**config.mk**
```make
export PLATFORM = sky130hd
export DESIGN_NAME = branch_resolve_unit
export DESIGN_NICKNAME = d
export VERILOG_FILES = /design/src/rtl/branch_resolve_unit.sv
export SDC_FILE = /design/constraint.sdc
export NUM_CORES = 1
export LEC_CHECK = 0
export CAP_MARGIN = 10
export CORE_UTILIZATION = 30
export CTS_CLUSTER_SIZE = 8
export DETAILED_ROUTE_END_ITERATION = 6
export MAX_ROUTING_LAYER = met4
export SLEW_MARGIN = 10
export SYNTH_ARGS = -nofsm -noshare
export SYNTH_HDL_FRONTEND = slang
export SYNTH_SLANG_ARGS = --single-unit
```
**constraint.sdc**
```tcl
create_clock -name clock -period 3.2 [get_ports clock]
set_input_delay 0.96 -clock clock [delete_from_list [all_inputs] [get_ports clock]]
set_output_delay 0.96 -clock clock [all_outputs]
set_load 0.02 [all_outputs]
```
**src/rtl/branch_resolve_unit.sv**
```systemverilog
// Branch resolve unit: RV32I B-type compare, redirect target and mispredict flag,
// 1- or 2-stage valid/ready pipeline with flush and saturating retire statistics.
module branch_resolve_unit #(
  parameter int unsigned XLEN   = 32,
  parameter int unsigned STAGES = 1,
  parameter int unsigned CNT_W  = 16
) (
  input  logic             clock,
  input  logic             reset_n,
  input  logic             flush,
  input  logic             cnt_clr,
  input  logic             in_valid,
  output logic             in_ready,
  input  logic [2:0]       in_funct3,
  input  logic [XLEN-1:0]  in_a,
  input  logic [XLEN-1:0]  in_b,
  input  logic [XLEN-1:0]  in_pc,
  input  logic [XLEN-1:0]  in_imm,
  input  logic             in_pred_taken,
  output logic             out_valid,
  input  logic             out_ready,
  output logic             out_taken,
  output logic [XLEN-1:0]  out_target,
  output logic             out_mispredict,
  output logic             out_eq,
  output logic             out_lt,
  output logic             out_illegal,
  output logic [CNT_W-1:0] taken_count,
  output logic [CNT_W-1:0] mispred_count
);

  localparam logic [XLEN-1:0]  PC_STEP = XLEN'(4);
  localparam logic [CNT_W-1:0] CNT_MAX = '1;

  if (XLEN < 8) begin : g_bad_xlen
    $error("branch_resolve_unit: XLEN must be at least 8");
  end

  // Mode decode and compare on the raw execute operands
  logic d_eq, d_lt_s, d_lt_u, d_lt, d_taken, d_illegal;

  always_comb begin
    d_eq      = (in_a == in_b);
    d_lt_s    = ($signed(in_a) < $signed(in_b));
    d_lt_u    = (in_a < in_b);
    d_lt      = d_lt_s;
    d_taken   = 1'b0;
    d_illegal = 1'b0;
    case (in_funct3)
      3'b000:  d_taken = d_eq;
      3'b001:  d_taken = ~d_eq;
      3'b100:  d_taken = d_lt_s;
      3'b101:  d_taken = ~d_lt_s;
      3'b110: begin
        d_lt    = d_lt_u;
        d_taken = d_lt_u;
      end
      3'b111: begin
        d_lt    = d_lt_u;
        d_taken = ~d_lt_u;
      end
      default: d_illegal = 1'b1;
    endcase
  end

  logic retire, last_adv;
  assign retire   = out_valid & out_ready;
  assign last_adv = ~out_valid | out_ready;

  // Entry presented to the output register this cycle
  logic            src_valid;
  logic            src_taken;
  logic [XLEN-1:0] src_target;
  logic            src_mispredict;
  logic            src_eq;
  logic            src_lt;
  logic            src_illegal;

  if (STAGES == 1) begin : g_one
    assign in_ready       = last_adv & ~flush;
    assign src_valid      = in_valid & in_ready;
    assign src_taken      = d_taken;
    assign src_target     = d_taken ? (in_pc + in_imm) : (in_pc + PC_STEP);
    assign src_mispredict = (d_taken != in_pred_taken) | d_illegal;
    assign src_eq         = d_eq;
    assign src_lt         = d_lt;
    assign src_illegal    = d_illegal;
  end else if (STAGES == 2) begin : g_two
    logic            s1_valid;
    logic            s1_eq, s1_lt, s1_illegal, s1_taken, s1_pred;
    logic [XLEN-1:0] s1_pc, s1_imm;
    logic            s1_adv;

    assign s1_adv   = ~s1_valid | last_adv;
    assign in_ready = s1_adv & ~flush;

    // Stage 1 holds the compare result; the adder is deferred to stage 2
    always_ff @(posedge clock or negedge reset_n) begin
      if (!reset_n) begin
        s1_valid   <= 1'b0;
        s1_eq      <= 1'b0;
        s1_lt      <= 1'b0;
        s1_illegal <= 1'b0;
        s1_taken   <= 1'b0;
        s1_pred    <= 1'b0;
        s1_pc      <= '0;
        s1_imm     <= '0;
      end else if (flush) begin
        s1_valid <= 1'b0;
      end else if (s1_adv) begin
        s1_valid <= in_valid;
        if (in_valid) begin
          s1_eq      <= d_eq;
          s1_lt      <= d_lt;
          s1_illegal <= d_illegal;
          s1_taken   <= d_taken;
          s1_pred    <= in_pred_taken;
          s1_pc      <= in_pc;
          s1_imm     <= in_imm;
        end
      end
    end

    assign src_valid      = s1_valid;
    assign src_taken      = s1_taken;
    assign src_target     = s1_taken ? (s1_pc + s1_imm) : (s1_pc + PC_STEP);
    assign src_mispredict = (s1_taken != s1_pred) | s1_illegal;
    assign src_eq         = s1_eq;
    assign src_lt         = s1_lt;
    assign src_illegal    = s1_illegal;
  end else begin : g_bad_stages
    $error("branch_resolve_unit: STAGES must be 1 or 2");
  end

  // Output register; payload only loads with a valid entry so it holds under stall
  always_ff @(posedge clock or negedge reset_n) begin
    if (!reset_n) begin
      out_valid      <= 1'b0;
      out_taken      <= 1'b0;
      out_target     <= '0;
      out_mispredict <= 1'b0;
      out_eq         <= 1'b0;
      out_lt         <= 1'b0;
      out_illegal    <= 1'b0;
    end else if (flush) begin
      out_valid <= 1'b0;
    end else if (last_adv) begin
      out_valid <= src_valid;
      if (src_valid) begin
        out_taken      <= src_taken;
        out_target     <= src_target;
        out_mispredict <= src_mispredict;
        out_eq         <= src_eq;
        out_lt         <= src_lt;
        out_illegal    <= src_illegal;
      end
    end
  end

  // Saturating retire statistics; a retire in a flush cycle still counts
  always_ff @(posedge clock or negedge reset_n) begin
    if (!reset_n) begin
      taken_count   <= '0;
      mispred_count <= '0;
    end else if (cnt_clr) begin
      taken_count   <= '0;
      mispred_count <= '0;
    end else if (retire) begin
      if (out_taken && (taken_count != CNT_MAX)) begin
        taken_count <= taken_count + CNT_W'(1);
      end
      if (out_mispredict && (mispred_count != CNT_MAX)) begin
        mispred_count <= mispred_count + CNT_W'(1);
      end
    end
  end

endmodule

```
### Yosys cells after proc, flatten, opt, wreduce, memory -nomap -nowiden

Cells that the tools add are included.

| word-level totals | value |
|---|---|
| memories kept | 0 |
| word-level logic and storage cells | 58 |
| register bits after elaboration | 70 |
| bits in latches | 0 |
| ROM bits | 0 |
| RAM bits | 0 |

| operators by class | value |
|---|---|
| multiply operators | 0 |
| add/sub/neg operators | 4 |
| eq/ne operators | 9 |
| div/mod/pow operators | 0 |
| shift operators | 0 |
| mux-type cells | 12 |
| reductions and logical operators | 12 |
| bitwise operators | 10 |
| magnitude comparators | 2 |

Operators with widths:

| operator | number |
|---|---|
| 16-bit two-way mux | 6 |
| 32-bit less-than comparator | 2 |
| 16-bit by 1-bit adder with 16-bit output (second input constant) | 2 |
| 32-bit by 3-bit adder with 32-bit output (second input constant) | 1 |
| 32-bit adder | 1 |
| 32-bit equality test | 1 |
| 32-bit two-way mux | 1 |
| 16-bit != test (second input constant) | 2 |
| 3-bit equality test (second input constant) | 4 |
| 2-bit nonzero test | 4 |
| 1-bit case mux with 6 select lines | 1 |
| 6-bit OR reduction | 1 |
| 1-bit inverter | 5 |
| 1-bit two-way mux | 4 |
| 2-bit AND reduction | 2 |
| 1-bit AND | 3 |
| 3-bit by 1-bit equality test with 1-bit output (second input constant) | 1 |
| 3-bit zero test | 1 |
| 3-bit AND reduction | 1 |
| 1-bit logical AND | 2 |
| 1-bit bitwise OR | 2 |
| 2-bit OR reduction | 1 |
| 1-bit != test | 1 |

### Depth between registers and ports, before layout

Gate-level depths: netlist of the first run.

| logic depth | value |
|---|---|
| depth after elaboration | 6 |
| depth in mapped cells | 13 |

### Worst setup path after synthesis of the first run

OpenSTA, ideal clock, no wires.

| path | value |
|---|---|
| path kind | input port to flip-flop |
| start point | input in_b[13] |
| end point | register out_target[2] |
| buffers on the path | 1 |
| stages | 11 |
| setup slack | -0.155 ns |
| data required time | 3.117 ns |
| arrival time | 3.272 ns |
| cells stage by stage | inv_1 > ha_1 > a21o_1 > a21oi_1 > nor2b_1 > o311a_1 > or4_4 > a31oi_4 > buf_4 > mux2_2 > o21ai_0 |

| between the ends | value |
|---|---|
| cells in the longest elaborated chain, start to end | 4 |

RTL lines:

| item | line | RTL |
|---|---|---|
| start: declaration | 16 | `input logic [XLEN-1:0] in_b,` |
| 32-bit less-than comparator (tied with other cells) | 45 | `d_lt_u = (in_a < in_b);` |
| 1-bit inverter, on equally long branches | 60, 51, 53 |  |
| 1-bit case mux with 6 select lines (*) | 49 | `case (in_funct3)` |
| 32-bit two-way mux (*) | 83 | `assign src_target = d_taken ? (in_pc + in_imm) : (in_pc + PC_STEP);` |
| end signal: assignment | 151 | `out_target <= src_target;` |
| end: declaration | 23 | `output logic [XLEN-1:0] out_target,` |

Every way passes the cells marked *; elsewhere a longest branch is shown, timed or not.
A chain may end at the register's enable or synchronous reset.

### Final worst setup path of the first run

| path | value |
|---|---|
| start point | input in_b[1] |
| end point | register out_target[25] |

Same word-level chain as after synthesis.

==> results of run 1 <==
layout by cell type (no fill, tap or decap), drive strengths merged, types with 3 or more instances in the layout:
master	count
a211oi	4
a21o	13
a21oi	60
a22oi	3
a31oi	8
and3	7
and4	7
buf	190
clkbuf	32
clkdlybuf4s50	116
dfrtp	70
dlygate4sd2	30
dlymetal6s2s	10
ha	66
inv	44
mux2i	6
nand2	81
nand2b	6
nand3	35
nand3b	4
nand4	24
nor2	73
nor2b	7
nor3	18
o211a	3
o211ai	5
o21a	5
o21ai	62
o31ai	5
or3	6
xnor2	34
xor2	48
metal layers:
| layer | vias to the layer above | wire length, um | global-route usage |
|---|---|---|---|
| met2 | 150 | 10200 | 0.336 |
| met4 | 0 | 235 | 0.0371 |
| met5 | - | 0 | - |
| met3 | 20 | 790 | 0.0268 |
| met1 | 3139 | 9470 | 0.243 |
| li1 | 3389 | - | - |
cells by family (layout without fill, tap and decap cells):
logic type / after synthesis / count (layout) / synth area share
AOI/OAI and AO/OA: 181 / 181 / 0.182
muxes: 8 / 8 / 0.0136
buffers and inverters: 62 / 428 / 0.0423
adders and majority gates: 67 / 67 / 0.139
DFF: 70 / 70 / 0.288
and+or+nand+nor: 278 / 278 / 0.218
xor gates and xnor gates: 82 / 82 / 0.118
stage by stage:
step | hold slack (ns) | std cells | instance area, um2 | setup slack, ns
after detailed placement | 0.474 | 1330 | 9420 | -0.924
after global routing | 0.512 | 1379 | 11000 | -0.174
after global placement | 0.461 | 1330 | 9420 | -0.885
final | 0.483 | 1379 | 11000 | -0.117
after floorplan | 0.583 | 748 | 6130 | -0.0322
after CTS | 0.488 | 1367 | 10400 | -0.0532
path summary, 6_finish.rpt:
| path | startpoint | end | slack (ns) | cells after the start |
|---|---|---|---|---|
| min in group asynchronous | reset_n | taken_count[2]$_DFFE_PN0P_ | 0.76 | 1 |
| max | in_b[1] | out_target[25]$_DFFE_PN0P_ | -0.12 | 14 |
| max reg2reg | mispred_count[0]$_DFFE_PN0P_ | mispred_count[13]$_DFFE_PN0P_ | 0.87 | 10 |
| min | out_target[2]$_DFFE_PN0P_ | out_target[2]$_DFFE_PN0P_ | 0.48 | 2 |
| max in group asynchronous | reset_n | out_target[12]$_DFFE_PN0P_ | 1.85 | 1 |
| min reg2reg | out_target[2]$_DFFE_PN0P_ | out_target[2]$_DFFE_PN0P_ | 0.48 | 2 |
critical path, stage by stage:
cell and delay, ns:
buf_8 0.11, inv_12 0.04, ha_4 0.18, nor2b_4 0.12
o211ai_1 0.21, a21boi_2 0.09, o311a_1 0.37, or4_4 0.53
a31oi_4 0.19, buf_12 0.17, buf_12 0.12, buf_16 0.14
mux2i_2 0.20, o21ai_1 0.07
timing repair:
action / 4_1_cts / 5_1_grt
gates resized for setup: 267 / 179
pin swaps: 44 / 82
setup buffers: 19 / 12
endpoints found under the setup margin: 35 / 35
gates cloned: 4 / 1
flip-flops by register name (all words and copies together), names as in the netlist:
register and flops:
out_eq 1, mispred_count 16, out_lt 1, out_target 32, out_taken 1, out_mispredict 1, out_valid 1, taken_count 16
out_illegal 1
power by group:
group          switching [mW]  leakage [nW]  internal (mW)
registers              0.0864         0.916          0.986
clock network           0.425         0.159          0.695
logic                   0.815          3.76          0.890
area by class of cell:
type                    instances  area, um2
fillers                      1831       8690
multi-input cells             616       5110
repair buffers                371       3270
flip-flops and latches         70       1750
well taps                     265        332
clock buffers                   9        225
inverters                      41        166
clock inverters                 7        105
==> flow_metrics.py, run 1 <==
metrics = {
    "run": {
        "cap_violations": 0,
    },
    "pwr": {
        "leakagePower_nw": 4.83,
        "finalPower_mw": 3.90,
        "powerDensity_nw_per_um2": 356,
        "irDropWorstVdd_mv": 0.231,
    },
    "final_layout": {
        "nNetsFinal": 1314,
        "final_util": 0.558,
        "drive_above_1_share": 0.356,
        "area_growth_pct": 80.0,
        "diodes": 0,
    },
    "sta": {
        "period_minus_slack_ns": 3.32,
        "slew_headroom": 0.399,
        "worst_slack_ns": -0.117,
        "tightest_slew_ns": 0.901,
        "rsz0062_at_grt": "yes",
        "final.setup_skew_ns": 0.0104,
        "maxSlewViolCount": 0,
        "fin_crit_sh": 1.04,
        "fmax_ghz": 0.301,
        "setup_viol": 24,
        "hold_viol_final": 0,
        "tns_ns": -1.08,
    },
    "floorplanning": {
        "start_util": 0.310,
        "die_h_um": 145,
        "die_area_um2": 20900,
        "die_w_um": 145,
        "core-area_um2": 19700,
        "io_pins": 209,
        "row_count": 51,
    },
    "logic_synthesis": {
        "netlist_area_um2": 6090,
        "ys_types": 58,
        "yosysWarnings": 0,
        "syn_area_per_cell_um2": 8.14,
        "synthCells": 748,
        "synth_ff_type": "dfrtp_1",
        "async_flop_share": 1.00,
        "ys_seq_area_frac": 0.288,
        "synth_seq_cells": 70,
        "synth_nets": 953,
        "ys_top_cells_by_area": "dfrtp_1, ha_1, xor2_1, nand2_1, a21oi_1",
        "ys_top_cells_by_count": "nand2_1, nor2_1, dfrtp_1",
        "yosysMostFrequentCell": "nand2_1",
        "yosysTopAreaCellShare": 0.288,
        "synth_area_leader_cell": "dfrtp_1",
        "synth_edf_count": 0,
    },
    "clock_tree": {
        "root_buffer": "clkbuf_16",
        "clk_transition_reported_paths_ns": 0.06,
        "clockBufferDepth": 2,
        "clk_latency_ns": 0.33,
        "cts_hold_buf": 0,
        "cts_sinks": 70,
        "cts_max_level": 3,
        "cts_buffers": 9,
        "cts_tree": "done",
    },
    "global_routing": {
        "grt_overflow": 0,
        "grt_pass1_vias": 6462,
        "gr-usage-all-layers": 0.195,
        "antenna_found_initial": 0,
        "grt_pass1_wl_um": 31200,
        "grt_max_degree": 71,
    },
    "status": {
        "run_status": "finished, violations left",
        "violations": "setup timing",
    },
    "worst_setup_path": {
        "crit_path_start_kind": "input port",
        "end_kind": "flip-flop",
        "path_max_fanout": 6,
        "required_ns": 3.40,
        "cp.arrival_ns": 3.51,
        "path_class": "input port to flip-flop",
    },
    "drt": {
        "detail-route-antenna-nets": 0,
        "wl_per_cell_um": 15.0,
        "drc": 0,
        "drt_iter0_drc": 213,
        "route.vias.total": 6698,
        "vias_per_cell": 4.86,
        "drt-total-wl_um": 20700,
        "drtPass1Iterations": 4,
    },
    "placement": {
        "place_hpwl_um": 15300,
        "port_buffers": 208,
        "gp_congestion": 0.847,
    },
    "worst_hold_path": {
        "hold_class": "flip-flop to flip-flop",
    },
}
Power figures use the tool's default switching activity.
==> run 2, diff against run 1 <==
CELL_PAD_IN_SITES_DETAIL_PLACEMENT = 0   (was unset)
CELL_PAD_IN_SITES_GLOBAL_PLACEMENT = 2   (was unset)
CORE_UTILIZATION = 26   (was 30)
PLACE_DENSITY_LB_ADDON = 0.1   (was unset)
==> run 2 against run 1 <==
Against the previous run:
- clock power barely moved
- worst hold slack got worse by 0.0015 ns
- the flow now finishes without violations
- sequential power barely moved
- first-iteration DRC count did not move
- total power down 0.69%
- clock skew down 0.0035 ns
- sequential share of layout area down 0.11 points
- final cell count increased by 4.8%
- highest routed layer unchanged
- via count rose by 2.5%
- routed wire length rose by 11%
- final area grew 0.71%
==> flow_metrics.py, run 2 (same netlist as run 1, synthesis figures left out) <==
metrics = {
    "status": {
        "run_status": "complete, no violations",
    },
    "global_routing": {
        "grt_max_degree": 71,
        "top_usage_layer": "met2",
        "use_met3": 0.0279,
        "grt_overflow": 0,
        "antenna_found_initial": 1,
        "met1_usage": 0.252,
        "grt_pass1_vias": 7130,
        "grt_pass1_wl_um": 36400,
        "gr-usage-all-layers": 0.198,
        "grt_use_met2": 0.331,
    },
    "clock_tree": {
        "clk_latency_ns": 0.35,
        "cts_tree": "done",
        "clk_transition_reported_paths_ns": 0.06,
        "cts_max_level": 3,
        "cts_hold_buf": 0,
        "cts_sinks": 70,
        "clockBufferDepth": 2,
        "cts_buffers": 9,
        "root_buffer": "clkbuf_16",
    },
    "final_layout": {
        "fin_area_um2": 11000,
        "reg_top3": "out_target x32, mispred_count x16, taken_count x16",
        "layout_common_cells": "buf_4, clkdlybuf4s50_1, nand2_1",
        "nNetsFinal": 1331,
        "regMostFlops": "out_target",
        "area_growth_pct": 81.2,
        "largest_register_ffs": 32,
        "mostFrequentLayoutCell": "buf_4",
        "stdcell_count": 1445,
        "drive_above_1_share": 0.353,
    },
    "floorplanning": {
        "core-area_um2": 22800,
        "start_util": 0.267,
        "die_area_um2": 24000,
        "row_count": 55,
        "io_pins": 209,
        "die_h_um": 155,
        "die_w_um": 155,
    },
    "worst_setup_path": {
        "cp.arrival_ns": 3.46,
        "end_kind": "flip-flop",
        "crit_path_start_kind": "input port",
        "path_class": "input port to flip-flop",
        "r2r_slack_ns": 0.79,
        "path_max_fanout": 7,
        "required_ns": 3.47,
    },
    "drt": {
        "drtPass1Iterations": 4,
        "detail-route-antenna-nets": 0,
        "drc": 0,
        "route.vias.total": 6864,
        "wl_per_cell_um": 15.9,
        "drt_iter0_drc": 213,
        "drt-total-wl_um": 23000,
        "vias_per_cell": 4.75,
    },
    "run": {
        "cap_violations": 0,
    },
    "pwr": {
        "irDropWorstVdd_mv": 0.214,
        "powerDensity_nw_per_um2": 351,
        "leakagePower_nw": 4.87,
    },
    "placement": {
        "place_hpwl_um": 17300,
        "placed_area_um2": 9630,
        "port_buffers": 208,
        "place_inst": 1393,
        "gp_congestion": 0.901,
    },
    "sta": {
        "setup_viol": 0,
        "slew_headroom": 0.356,
        "rsz0062_at_grt": "yes",
        "tightest_slew_ns": 0.965,
        "fmax_ghz": 0.313,
        "final.setup_skew_ns": 0.00684,
        "maxSlewViolCount": 0,
        "fin_hold_ws_ns": 0.482,
        "period_minus_slack_ns": 3.19,
        "hold_viol_final": 0,
        "fin_crit_sh": 0.998,
    },
    "worst_hold_path": {
        "hold_class": "flip-flop to flip-flop",
    },
}
[run 2: cell count changes in the layout (fill, tap and decap cells not counted), sizes merged, moves of 5 or more]
| cell | change |
|---|---|
| buf | +18 |
| clkdlybuf4s50 | -16 |
| dlygate4sd2 | +11 |
| clkdlybuf4s15 | +8 |
| dlymetal6s2s | -5 |
[run 2: repair_timing]
item	CTS	global route
resized for setup	323	112
endpoints found under the setup margin	35	31
buffers inserted	31	6
gates cloned	2	1
pin swaps	84	47
[run 2: critical path, cell delays in order]
cell,delay (ns)
buf_8,0.09
inv_12,0.03
ha_4,0.22
nor2b_4,0.12
o211ai_1,0.18
a21boi_2,0.09
o311a_1,0.32
or4_4,0.50
a31oi_4,0.22
buf_12,0.17
buf_12,0.14
mux2_4,0.31
o21ai_2,0.12
[run 2: metrics by stage]
stage	setup slack [ns]	TNS (ns)	power [mW]	util
floorplan	-0.0322	-0.0669	1.72	-
global placement	-0.901	-27.55	2.50	0.423
detailed placement	-0.935	-28.09	2.51	0.423
CTS	0.000143	0	3.84	0.476
global route	-0.0881	-0.452	4.09	0.485
finish	0.00727	0	3.87	0.485
[run 2: layout make-up]
| cell class | instances | area [um2] |
|---|---|---|
| fillers | 2221 | 11700 |
| multi-input cells | 616 | 5060 |
| repair buffers | 388 | 3340 |
| flip-flops and latches | 70 | 1750 |
| well taps | 313 | 392 |
| clock buffers | 9 | 225 |
| inverters | 41 | 169 |
| clock inverters | 7 | 103 |
| diodes | 1 | 2.50 |
[run 2: metal layers]
| layer | part of all wire | vias up |
|---|---|---|
| met5 | 0 | - |
| met4 | 0.015 | 0 |
| met3 | 0.040 | 23 |
| met2 | 0.48 | 179 |
| met1 | 0.46 | 3241 |
| li1 | - | 3421 |
[run 2: path summary, 6_finish.rpt]
path                                               from                            end  cells past startpoint
max                                             in_b[1]      out_target[2]$_DFFE_PN0P_                     13
min                                  out_lt$_DFFE_PN0P_             out_lt$_DFFE_PN0P_                      2
max reg2reg                mispred_count[0]$_DFFE_PN0P_  mispred_count[11]$_DFFE_PN0P_                     10
min reg2reg                          out_lt$_DFFE_PN0P_             out_lt$_DFFE_PN0P_                      2
max in group asynchronous                       reset_n      out_target[4]$_DFFE_PN0P_                      1
min in group asynchronous                       reset_n   mispred_count[3]$_DFFE_PN0P_                      1
[run 2: power by group]
group,switching (mW),internal [mW]
sequential,0.0761,0.986
clock,0.445,0.693
combinational,0.796,0.875
